### config.mk
export PLATFORM = sky130hd
export DESIGN_NAME = uart_tx_queue
export DESIGN_NICKNAME = d
export VERILOG_FILES = /design/src/rtl/uart_tx_queue.sv
export SDC_FILE = /design/constraint.sdc
export NUM_CORES = 1
export LEC_CHECK = 0
export ABC_AREA = 1
export CORE_MARGIN = 4
export CORE_UTILIZATION = 32
export CTS_CLUSTER_DIAMETER = 30
export DETAILED_ROUTE_END_ITERATION = 12
export GPL_ROUTABILITY_DRIVEN = 0
export REMOVE_ABC_BUFFERS = 1
export SLEW_MARGIN = 25
export SYNTH_ARGS = -nofsm -noshare
export SYNTH_HDL_FRONTEND = slang
export SYNTH_SLANG_ARGS = --single-unit
### constraint.sdc
create_clock -name sysclk -period 2.5 [get_ports sysclk]
set_clock_uncertainty 0.2 [all_clocks]
set_input_delay 0.625 -clock sysclk [delete_from_list [all_inputs] [get_ports sysclk]]
set_output_delay 0.625 -clock sysclk [all_outputs]
set_load 0.02 [all_outputs]
### src/rtl/uart_tx_queue.sv
`default_nettype none
// +----------------------------------------------------------------------------+
// | Module   : uart_tx_queue                                                    |
// | Purpose  : Byte FIFO that launches characters one at a time into uart_tx.  |
// |            Build option UART_TXQ_OVF_STICKY_EN makes ovfH sticky.          |
// | Revision : 1.0                                                             |
// +----------------------------------------------------------------------------+
module uart_tx_queue #(
   parameter int DATA_BITS  = 8,
   parameter int DEPTH_BITS = 4
) (
   input  logic                  sysclk,
   input  logic                  rstH,
   input  logic [DATA_BITS-1:0]  wr_data,
   input  logic                  wr_enH,
   output logic                  fullH,
   output logic                  emptyH,
   output logic [DEPTH_BITS:0]   count,
   output logic                  ovfH,
   output logic [DATA_BITS-1:0]  DBUS,
   output logic                  txd_startH,
   input  logic                  txd_doneH,
   output logic                  busyH
);

   localparam int                  c_DEPTH      = 1 << DEPTH_BITS;
   localparam logic [DEPTH_BITS:0] c_FULL_COUNT = (DEPTH_BITS+1)'(c_DEPTH);

   typedef enum logic [1:0] {
      S_IDLE  = 2'd0,
      S_START = 2'd1,
      S_WAIT  = 2'd2
   } state_t;

   state_t                 state_q, state_d;
   logic [DATA_BITS-1:0]   mem_q [c_DEPTH];
   logic [DEPTH_BITS-1:0]  rd_ptr_q, wr_ptr_q;
   logic [DEPTH_BITS:0]    count_q, count_d;
   logic [DATA_BITS-1:0]   dbus_q;
   logic                   start_q, start_d;
   logic                   ovf_q, ovf_d;
   logic                   done_q;
   logic                   w_pop, w_push, w_drop, w_done_rise;

   // Edge detect so a level-held done from uart_tx launches only one character.
   assign w_done_rise = txd_doneH & ~done_q;

   always_comb begin
      state_d = state_q;
      start_d = 1'b0;
      w_pop   = 1'b0;
      case (state_q)
         S_IDLE: begin
            if (count_q != '0) begin
               w_pop   = 1'b1;
               start_d = 1'b1;
               state_d = S_START;
            end
         end
         S_START: state_d = S_WAIT;
         S_WAIT: begin
            if (w_done_rise) state_d = S_IDLE;
         end
         default: state_d = S_IDLE;
      endcase
   end

   // A full FIFO still accepts a write on the edge that frees a slot.
   assign w_push = wr_enH & ((count_q != c_FULL_COUNT) | w_pop);
   assign w_drop = wr_enH & ~w_push;

   always_comb begin
      count_d = count_q;
      case ({w_push, w_pop})
         2'b10:   count_d = count_q + (DEPTH_BITS+1)'(1);
         2'b01:   count_d = count_q - (DEPTH_BITS+1)'(1);
         default: count_d = count_q;
      endcase
   end

`ifdef UART_TXQ_OVF_STICKY_EN
   assign ovf_d = ovf_q | w_drop;
`else
   assign ovf_d = w_drop;
`endif

   always_ff @(posedge sysclk) begin
      if (rstH) begin
         state_q  <= S_IDLE;
         rd_ptr_q <= '0;
         wr_ptr_q <= '0;
         count_q  <= '0;
         dbus_q   <= '0;
         start_q  <= 1'b0;
         ovf_q    <= 1'b0;
         done_q   <= 1'b0;
      end else begin
         state_q <= state_d;
         count_q <= count_d;
         start_q <= start_d;
         ovf_q   <= ovf_d;
         done_q  <= txd_doneH;
         if (w_push) wr_ptr_q <= wr_ptr_q + DEPTH_BITS'(1);
         if (w_pop) begin
            dbus_q   <= mem_q[rd_ptr_q];
            rd_ptr_q <= rd_ptr_q + DEPTH_BITS'(1);
         end
      end
   end

   // Storage is deliberately left out of reset.
   always_ff @(posedge sysclk) begin
      if (w_push) mem_q[wr_ptr_q] <= wr_data;
   end

   assign fullH      = (count_q == c_FULL_COUNT);
   assign emptyH     = (count_q == '0);
   assign count      = count_q;
   assign ovfH       = ovf_q;
   assign DBUS       = dbus_q;
   assign txd_startH = start_q;
   assign busyH      = (state_q != S_IDLE);

endmodule
`default_nettype wire

==> results.md, run 1 <==
- Status: finished, final reports clean
- Syn Inst Count: between 600 and 700
- Nets: 759
- Post-synthesis xor/xnor area fraction: less than 1%
- Fill cells: 2012
- Worst Slack Setup Final: ~120 ps
- Worst-margin pin slew: 665 ps
- Chip Height: 153 um
- Dpl ws: -36.9 ps
- CP startpoint kind: flop
- Sink Count: about 150
- Antenna cell count: 0
- DRC Markers: 0
- Total GRT Usage: ~14%
- Ys async rst share: 0%
- Main combinational cell family by area after synthesis: simple AND/OR/NAND/NOR gates
- Main flop type after synthesis: edfxtp_1
- Syn Area/Cell: a little under 10 um^2
- Max layer used: met4
- Worst ir drop on vdd: 0.000501 V
- Initial DRC Count: between 400 and 500
- Die ar.: about 0.023 mm^2
- Hold_buf cts: 0
- Boundary Pins: 30
- Synth-to-layout area growth: 20.6%
- Multiplexer share of the synthesized area: 0%
- Routed len/inst: roughly 16 um
- # rows: 52
- #FFs+latches synth: 154
- Synthesized area: 0.00674 mm^2
- Utilization after layout: about two fifths
- Max Cap Viol: 0
- Setup TNS Final: 0 ps
- Grt total ovfl: 0
- Met3 routed WL: around 660 um
- Cell Pwr Density: 1000 mW/mm^2
- Port bufs: 29
- Clock root cell: clkbuf_16
- Min Tclk post-route: ~2400 ps
- Crit path kind: flop to primary output
- Vias in the first global route: between 4k and 5k
- Post-synth EDFFs: 128
- CP Capture Type: primary output
- Core area: 0.0205 mm^2
- Most frequent cells in the layout: nand2_1, edfxtp_1, nand3_1
- HPWL after DPL: 10500 um
- H-tree Lvls: 4
- Cts bufs inserted: 17
- Met1 Wirelength: about 7400 um
- Starting density of the core: between 30% and 40%
- Antenna violations before repair: 0
- Most common cell after layout, fill and taps aside: nand2_1
- Die W: around 150 um
- WP data arrival: 1550 ps
- Leakage: 3.41 nW
- Met2 Routed Length: 7690 um
- Max Slew Vio Count: 0
- Seq/Total Area, Yosys: 64.7%
- Crit share post-route: a little over nine tenths
- Fmax: ~0.42 GHz
- Pin count of the biggest net entering global routing: between 60 and 70
- Final setup viols: 0
- Ratio of cells with drive above 1 in the final layout: approximately an eighth
- Drt first pass iters: 5
- Fin. Hold Viols: 0
- Synth Area in Compound Gates: 2.23%
- Post-synthesis adder-cell area fraction: under 10%
- Worst-path clk slew: approximately 60 ps
- DR vias/cell: roughly 4.5
- Yosys warnings: 0
- Clock latency on the worst-skew pair: 420 ps
- RSZ-0062 raised after global routing: false
- TritonCTS clock tree: built
- Relative slew margins: between 50 and 60%
- Post-Synth Simple-Gate Area: a little under a quarter
- Largest fanout on the critical path: 5
- Clock Path Buffers: 2
- Worst hold path type: flop to flop
- Routed WL: roughly 16000 um
- Vias: roughly 4.6k
- Synth cell types: 31
- Post-route ant nets: 0
- First-pass GRT wire length: 25900 um
- CP required: around 1700 ps
==> final timing paths <==
kind | startpoint | slack [ps] | end | cells past startpoint
min reg2reg | wr_ptr_q[3] | 320 | wr_ptr_q[3] | 2
max | count[0] | 120 | fullH | 4
min | wr_ptr_q[3] | 320 | wr_ptr_q[3] | 2
max reg2reg | count[0] | 400 | count[4] | 13
==> synth_stat cells, types with 2 or more instances <==
cell	count	area (um^2)
nand2_1	186	698
edfxtp_1	128	3840
nand3_1	89	445
inv_1	87	327
nor2_1	65	244
dfxtp_1	26	521
o21ai_0	14	70.1
buf_2	11	55.1
nand3_2	9	90.1
a21oi_1	8	40.0
buf_4	8	60.1
ha_1	8	100
clkbuf_1	7	26.3
inv_2	6	22.5
nand2_2	4	25.0
nor2_2	4	25.0
o21ai_1	3	15.0
xor2_1	2	17.5
==> layer usage <==
| layer | vias up | global-route usage, % |
|---|---|---|
| met2 | 109 | 22.7 |
| met5 | - | 0 |
| met1 | 2175 | 19.2 |
| li1 | 2318 | - |
| met3 | 25 | 2.86 |
| met4 | 0 | 5.98 |
==> flip-flops by register name, indices dropped and copies added (netlist names) <==
register / count
rd_ptr_q: 4
done_q: 1
mem_q: 128
wr_ptr_q: 4
ovfH: 1
txd_startH: 1
count: 5
DBUS: 8
state_q: 2
==> critical path, cell delays in order, from the launching register on <==
cell and delay [ps]:
dfxtp_1 360, nor2_2 190, nand2_1 90, nor2_2 150, dlygate4sd2_1 350
==> power breakdown <==
group	total (mW)	switching [mW]	internal [mW]	leakage, nW
logic	2.51	1.60	0.911	1.75
registers	3.07	0.119	2.95	1.37
clock network	2.58	0.991	1.59	0.283
total	8.15	2.71	5.44	3.41
==> logic make-up (layout without fill, tap and decap cells) <==
family	Yosys count	in the layout
flops	154	154
compound gates	28	28
buf+inv	123	196
fa+ha+maj	9	9
xor+xnor	3	3
simple gates	361	361
==> through the flow <==
step / hold WS (ps) / cells / area [um^2] / power [mW]
floorplan: 264 / 649 / 6570 / 4.66
global placement: 316 / 989 / 7530 / 5.65
detailed placement: 325 / 989 / 7530 / 5.65
CTS: 334 / 1021 / 8130 / 8.24
global route: 359 / 1021 / 8130 / 8.65
finish: 324 / 1021 / 8130 / 8.15
==> cell type report <==
class / count / area [um^2] / share of cell area [%]
Sequential cell: 154 / 4370 / 53.7
Multi-Input combinational cell: 401 / 1850 / 22.8
Timing Repair Buffer: 70 / 623 / 7.67
Clock buffer: 20 / 447 / 5.49
Inverter: 94 / 353 / 4.34
Tap cell: 270 / 338 / 4.16
Clock inverter: 12 / 149 / 1.83
==> repair_timing <==
action	4_1_cts	5_1_grt
buffers inserted	0	0
gates resized for setup	2	1
endpoints found under the setup margin	2	1
No activity file was read; power rests on OpenSTA's default activity.
==> run 2: changes to the inputs <==
--- a/config.mk
+++ b/config.mk
@@ -7,10 +7,11 @@
 export LEC_CHECK = 0
 export ABC_AREA = 1
 export CORE_MARGIN = 4
-export CORE_UTILIZATION = 32
+export CORE_UTILIZATION = 55
 export CTS_CLUSTER_DIAMETER = 30
 export DETAILED_ROUTE_END_ITERATION = 12
 export GPL_ROUTABILITY_DRIVEN = 0
+export PLACE_DENSITY = 0.73
 export REMOVE_ABC_BUFFERS = 1
 export SLEW_MARGIN = 25
 export SYNTH_ARGS = -nofsm -noshare
==> run 2 against run 1 <==
  * Via count increased by 4.8%
  * Flip-flop and latch count did not move
  * Final cell count down 12%
  * Fmax down 2.0%
  * Die area is 40% lower
  * Final area shrank 1.8%
  * Wire length shrank 2.0%
  * Critical path depth down 1
  * Power grew 0.27%
  * Clock-buffer cell count up 6
  * Sequential power about the same
  * Largest power group unchanged
  * Highest routed layer unchanged
==> results.md, run 2 (synthesized netlist as in run 1, its figures left out) <==
- Status: finished, final reports clean (unchanged)
- Sink Count: 154 (unchanged)
- Die ar.: 0.0141 mm^2 (was 0.0235 mm^2)
- Nets: 757 (was 759)
- CP cell instances: nor2_2 -> inv_1 -> clkdlybuf4s50_1 (was nor2_2 -> nand2_1 -> nor2_2 -> dlygate4sd2_1)
- Fin. Hold Viols: 0 (unchanged)
- Cell Pwr Density: 1020 mW/mm^2 (was 1000 mW/mm^2)
- Clock Path Buffers: 2 (unchanged)
- Boundary Pins: 30 (unchanged)
- First-pass GRT wire length: 24400 um (was 25900 um)
- Cts bufs inserted: 17 (unchanged)
- Most common cell after layout, fill and taps aside: nand2_1 (unchanged)
- Area of the multi-input gates: 0.00185 mm^2 (unchanged)
- Dpl cells: 864 (was 989)
- Min Tclk post-route: 2430 ps (was 2380 ps)
- CP startpoint kind: flop (unchanged)
- Ratio of cells with drive above 1 in the final layout: 12.7% (was 12.9%)
- Worst-margin pin slew: 461 ps (was 665 ps)
- Most frequent cells in the layout: nand2_1, edfxtp_1, nand3_1 (unchanged)
- DR vias/cell: 5.41 (was 4.53)
- Initial DRC Count: 424 (was 459)
- Worst ir drop on vdd: 0.000572 V (was 0.000501 V)
- Utilization after layout: 66.5% (was 39.7%)
- Final instance area: 0.00799 mm^2 (was 0.00813 mm^2)
- Port bufs: 29 (unchanged)
- Clock root cell: clkbuf_16 (unchanged)
- Most flops, register: mem_q (unchanged)
- Post-route ant nets: 0 (unchanged)
- Hold_buf cts: 0 (unchanged)
- Routed WL: 15700 um (was 16100 um)
- Leakage: 3.41 nW (about the same)
- Synth-to-layout area growth: 18.4% (was 20.6%)
- TritonCTS clock tree: built (unchanged)
- FF-to-FF path depth: 13 (unchanged)
- Max Cap Viol: 0 (unchanged)
- Crit path kind: flop to primary output (unchanged)
- H-tree Lvls: 4 (unchanged)
- Pin count of the biggest net entering global routing: 66 (was 67)
- CP max stage cell: clkdlybuf4s50_1 (was dfxtp_1)
- Grt total ovfl: 0 (unchanged)
- Core area: 0.0120 mm^2 (was 0.0205 mm^2)
- Clock latency on the worst-skew pair: 420 ps (about the same)
- Hold path startpoint: wr_ptr_q[3] (unchanged)
- Final setup viols: 0 (unchanged)
- Worst hold path type: flop to flop (unchanged)
- Worst R2R End: count[4] (unchanged)
- Max Slew Vio Count: 0 (unchanged)
- Starting density of the core: 56.1% (was 32.9%)
- Crit share post-route: 97.2% (was 95.2%)
- Vias: 4850 (was 4627)
- Hold Path End: wr_ptr_q[3] (unchanged)
- Largest fanout on the critical path: 4 (was 5)
- Drt first pass iters: 5 (unchanged)
- DRC Markers: 0 (unchanged)
- Area after DPL: 0.00738 mm^2 (was 0.00753 mm^2)
- HPWL after DPL: 10200 um (was 10500 um)
- Total GRT Usage: 23.0% (was 14.3%)
- CP required: 1670 ps (about the same)
- Routed len/inst: 17.6 um (was 15.7 um)
- Chip Height: 119 um (was 153 um)
- CP Capture Type: primary output (unchanged)
- Relative slew margins: 69.3% (was 55.7%)
- WP data arrival: 1600 ps (was 1550 ps)
- R2R Setup Slk: 320 ps (was 400 ps)
- Register Area: 0.00437 mm^2 (unchanged)
- Antenna violations before repair: 0 (unchanged)
- Antenna cell count: 0 (unchanged)
- Worst Hold Depth: 2 (unchanged)
- Launch point of the worst reg-to-reg path: count[0] (unchanged)
- Die W: 119 um (was 153 um)
- Max FFs per register: 128 (unchanged)
- Final non-filler cell total: 896 (was 1021)
- # rows: 40 (was 52)
- Slowest stage delay, CP: 560 ps (was 360 ps)
- Worst-path clk slew: 60 ps (about the same)
- Vias in the first global route: 4775 (was 4668)
- Fmax: 0.412 GHz (was 0.420 GHz)
- RSZ-0062 raised after global routing: false (unchanged)
- Fill cells: 911 (was 2012)
[run 2: cell count changes in the layout (fill, tap and decap cells not counted), sizes merged]
cell,change
buf,-2
inv,+1
bufinv,-1
dlymetal6s2s,-1
clkinv,-3
clkbuf,+6
clkinvlp,-3
clkdlybuf4s50,+1
[run 2: how the worst max path moves through the flow]
stage / to / slack (ps) / from
floorplan: DBUS[0] / -460 / rd_ptr_q[0]
global placement: count[3] / -20 / wr_enH
detailed placement: count[4] / -90 / wr_enH
CTS: busyH / 50 / state_q[1]
global route: busyH / 20 / state_q[1]
finish: busyH / 70 / state_q[1]
[run 2: metrics by stage]
stage                     setup WS [ps]  total power [mW]  TNS (ps)  hold slack (ps)
final                              71.1              8.18         0              307
after global routing               19.8              8.58         0              343
after CTS                          51.8              8.18         0              301
after detailed placement          -88.5              5.58      -137              291
after global placement            -24.2              5.52     -46.9              289
after floorplan                    -456              4.66     -4280              264
[run 2: area by class of cell]
type / instances / area share (%)
Multi-Input combinational cell: 401 / 23.2
Clock buffer: 26 / 6.64
Tap cell: 147 / 2.30
Inverter: 94 / 4.42
Sequential cell: 154 / 54.7
Timing Repair Buffer: 68 / 7.74
Clock inverter: 6 / 1.02
[run 2: what timing repair did]
action,4_1_cts,5_1_grt
resized for setup,2,0
setup endpoints to repair,2,0
buffers inserted,0,0
[run 2: critical path: cells and delay by family, from the launching register on]
kind | cells | cell delay, ps
DFF | 1 | 310
buffers and inverters | 2 | 680
and+or+nand+nor | 1 | 190
[run 2: power breakdown]
group | switching [mW] | internal [mW] | leakage [nW]
Clock | 0.958 | 1.66 | 0.306
Sequential | 0.151 | 2.95 | 1.37
Combinational | 1.57 | 0.890 | 1.73
[run 2: routing by layer]
layer | vias to the layer above | track usage [%] | wire, um
met4 | 0 | 8.18 | 274
met2 | 184 | 39.1 | 8040
li1 | 2312 | - | -
met1 | 2331 | 28.3 | 6070
met3 | 23 | 6.08 | 1350
met5 | - | 0 | 0
==> run 3: changes to the inputs <==
--- a/config.mk
+++ b/config.mk
@@ -11,7 +11,7 @@
 export CTS_CLUSTER_DIAMETER = 30
 export DETAILED_ROUTE_END_ITERATION = 12
 export GPL_ROUTABILITY_DRIVEN = 0
-export PLACE_DENSITY = 0.73
+export PLACE_DENSITY = 0.84
 export REMOVE_ABC_BUFFERS = 1
 export SLEW_MARGIN = 25
 export SYNTH_ARGS = -nofsm -noshare
==> run 3 against run 2 <==
  * Die area did not move
  * Combinational power rose by 4%
  * Critical endpoint is now count[0]
  * Largest power group unchanged
  * Clock power fell by 7.6%
  * Utilization fell by 0.30 points
  * Largest cell class unchanged
  * Global-route usage rose by 0.88 points
==> results.md, run 3 (synthesized netlist as in run 1, its figures left out) <==
- Nets: 762 (was 757)
- Boundary Pins: 30 (unchanged)
- HPWL after DPL: 10700 um (was 10200 um)
- Vias: 5024 (was 4850)
- Sink Count: 154 (unchanged)
- Final setup viols: 0 (unchanged)
- First-pass GRT wire length: 25600 um (was 24400 um)
- Register Area: 0.00437 mm^2 (unchanged)
- WP data arrival: 1560 ps (was 1600 ps)
- Most flops, register: mem_q (unchanged)
- Utilization after layout: 66.2% (was 66.5%)
- Clock latency on the worst-skew pair: 420 ps (about the same)
- P_int: 5.28 mW (was 5.49 mW)
- Worst-path clk slew: 60 ps (about the same)
- Die ar.: 0.0141 mm^2 (unchanged)
- Hold Slack: 318 ps (was 307 ps)
- CP startpoint kind: flop (unchanged)
- DRC Markers: 0 (unchanged)
- Worst-margin pin slew: 748 ps (was 461 ps)
- Dpl ws: -56.5 ps (was -88.5 ps)
- CP required: 1670 ps (about the same)
- Min Tclk post-route: 2380 ps (was 2430 ps)
- # rows: 40 (unchanged)
- Crit path kind: flop to primary output (unchanged)
- Status: finished, final reports clean (unchanged)
- Total GRT Usage: 23.9% (was 23.0%)
- Post-route ant nets: 0 (unchanged)
- Seq pwr share: 38.3% (was 37.9%)
- Area of the multi-input gates: 0.00185 mm^2 (unchanged)
- Sw Share: 34.4% (was 32.8%)
- Core area: 0.0120 mm^2 (unchanged)
- Routed len/inst: 18.1 um (was 17.6 um)
- Clk pwr share: 30.1% (was 32.0%)
- Comb power frac: 31.6% (was 30.1%)
- Ratio of cells with drive above 1 in the final layout: 13.1% (was 12.7%)
- Leakage: 3.39 nW (was 3.41 nW)
- Clock Path Buffers: 2 (unchanged)
- Die W: 119 um (unchanged)
- Synth-to-layout area growth: 17.9% (was 18.4%)
- Max FFs per register: 128 (unchanged)
- Launch point of the worst reg-to-reg path: count[1] (was count[0])
- CP Capture Type: primary output (unchanged)
- Hold path startpoint: wr_ptr_q[3] (unchanged)
- Drt first pass iters: 7 (was 5)
- Fin. Hold Viols: 0 (unchanged)
- Relative slew margins: 50.0% (was 69.3%)
- Fill cells: 870 (was 911)
- Grt total ovfl: 0 (unchanged)
- DR vias/cell: 5.58 (was 5.41)
- Worst hold path type: flop to flop (unchanged)
- Crit share post-route: 95.3% (was 97.2%)
- Vias in the first global route: 5089 (was 4775)
- Largest fanout on the critical path: 4 (unchanged)
- Fmax: 0.420 GHz (was 0.412 GHz)
- Clock root cell: clkbuf_16 (unchanged)
- Hold_buf cts: 0 (unchanged)
- TritonCTS clock tree: built (unchanged)
- Antenna cell count: 0 (unchanged)
- Worst setup path startpoint: count[0] (was state_q[1])
- Cell Pwr Density: 1010 mW/mm^2 (was 1020 mW/mm^2)
- Initial DRC Count: 682 (was 424)
- Worst ir drop on vdd: 0.000598 V (was 0.000572 V)
- Pin count of the biggest net entering global routing: 50 (was 66)
- Most common cell after layout, fill and taps aside: nand2_1 (unchanged)
- Max Slew Vio Count: 0 (unchanged)
- Antenna violations before repair: 0 (unchanged)
- Starting density of the core: 56.1% (unchanged)
- Cts bufs inserted: 17 (unchanged)
- Worst Slack Setup Final: 118 ps (was 71.1 ps)
- Port bufs: 29 (unchanged)
- Max Cap Viol: 0 (unchanged)
- Routed WL: 16300 um (was 15700 um)
- RSZ-0062 raised after global routing: false (unchanged)
- Most frequent cells in the layout: nand2_1, edfxtp_1, nand3_1 (unchanged)
- Chip Height: 119 um (unchanged)
- Final Power: 8.06 mW (was 8.18 mW)
- Sw power: 2.77 mW (was 2.68 mW)
- H-tree Lvls: 4 (unchanged)
run 3: changes by cell type in the layout (fill, tap and decap cells not counted), sizes merged:
cell and change:
dlymetal6s2s +1, inv -1, clkinv +1, clkdlybuf4s50 -1, clkinvlp +6, buf +5, clkbuf -7
run 3: layer usage:
metal,track usage [%],up-vias,routed length (um)
met4,9.92,0,429
li1,-,2329,-
met5,0,-,0
met2,42.0,298,8460
met1,27.9,2343,6020
met3,5.84,54,1410
run 3: repair_timing:
item                       CTS  global route
setup endpoints to repair    2             1
buffers inserted             0             0
gates resized for setup      2             1
run 3: path summary, 6_finish.rpt:
kind | depth (start not counted) | slack (ps) | endpoint
worst min-delay path | 2 | 320 | wr_ptr_q[3]
worst max register to register | 11 | 160 | count[4]
worst max-delay path | 2 | 120 | count[0]
worst min register to register | 2 | 320 | wr_ptr_q[3]
run 3: power groups by stage:
| stage | Clock [mW] | Sequential [mW] | Combinational (mW) |
|---|---|---|---|
| after floorplan | 0 | 3.31 | 1.35 |
| after detailed placement | 0 | 3.13 | 2.46 |
| after global placement | 0 | 3.11 | 2.38 |
| final | 2.42 | 3.09 | 2.55 |
| after CTS | 2.44 | 3.08 | 2.50 |
| after global routing | 2.56 | 3.10 | 2.78 |
run 3: critical path, cell delays in order (launching register included):
cell	delay, ps
dfxtp_1	360
buf_4	150
clkdlybuf4s50_1	620
run 3: area by class of cell:
type                       instances  area share [%]
clock inverter                    12            1.61
timing repair buffer              73            7.96
inverter                          94            4.44
tap                              147            2.31
sequential                       154            54.9
multi-input combinational        401            23.3
clock buffer                      19            5.45
run 3: stage by stage:
stage	setup TNS [ps]	area, um^2	instances
final	0	7950	900
after global routing	0	7950	900
after CTS	0	7950	900
after detailed placement	-101	7390	869
after global placement	-31.7	7390	869
after floorplan	-4280	6570	649
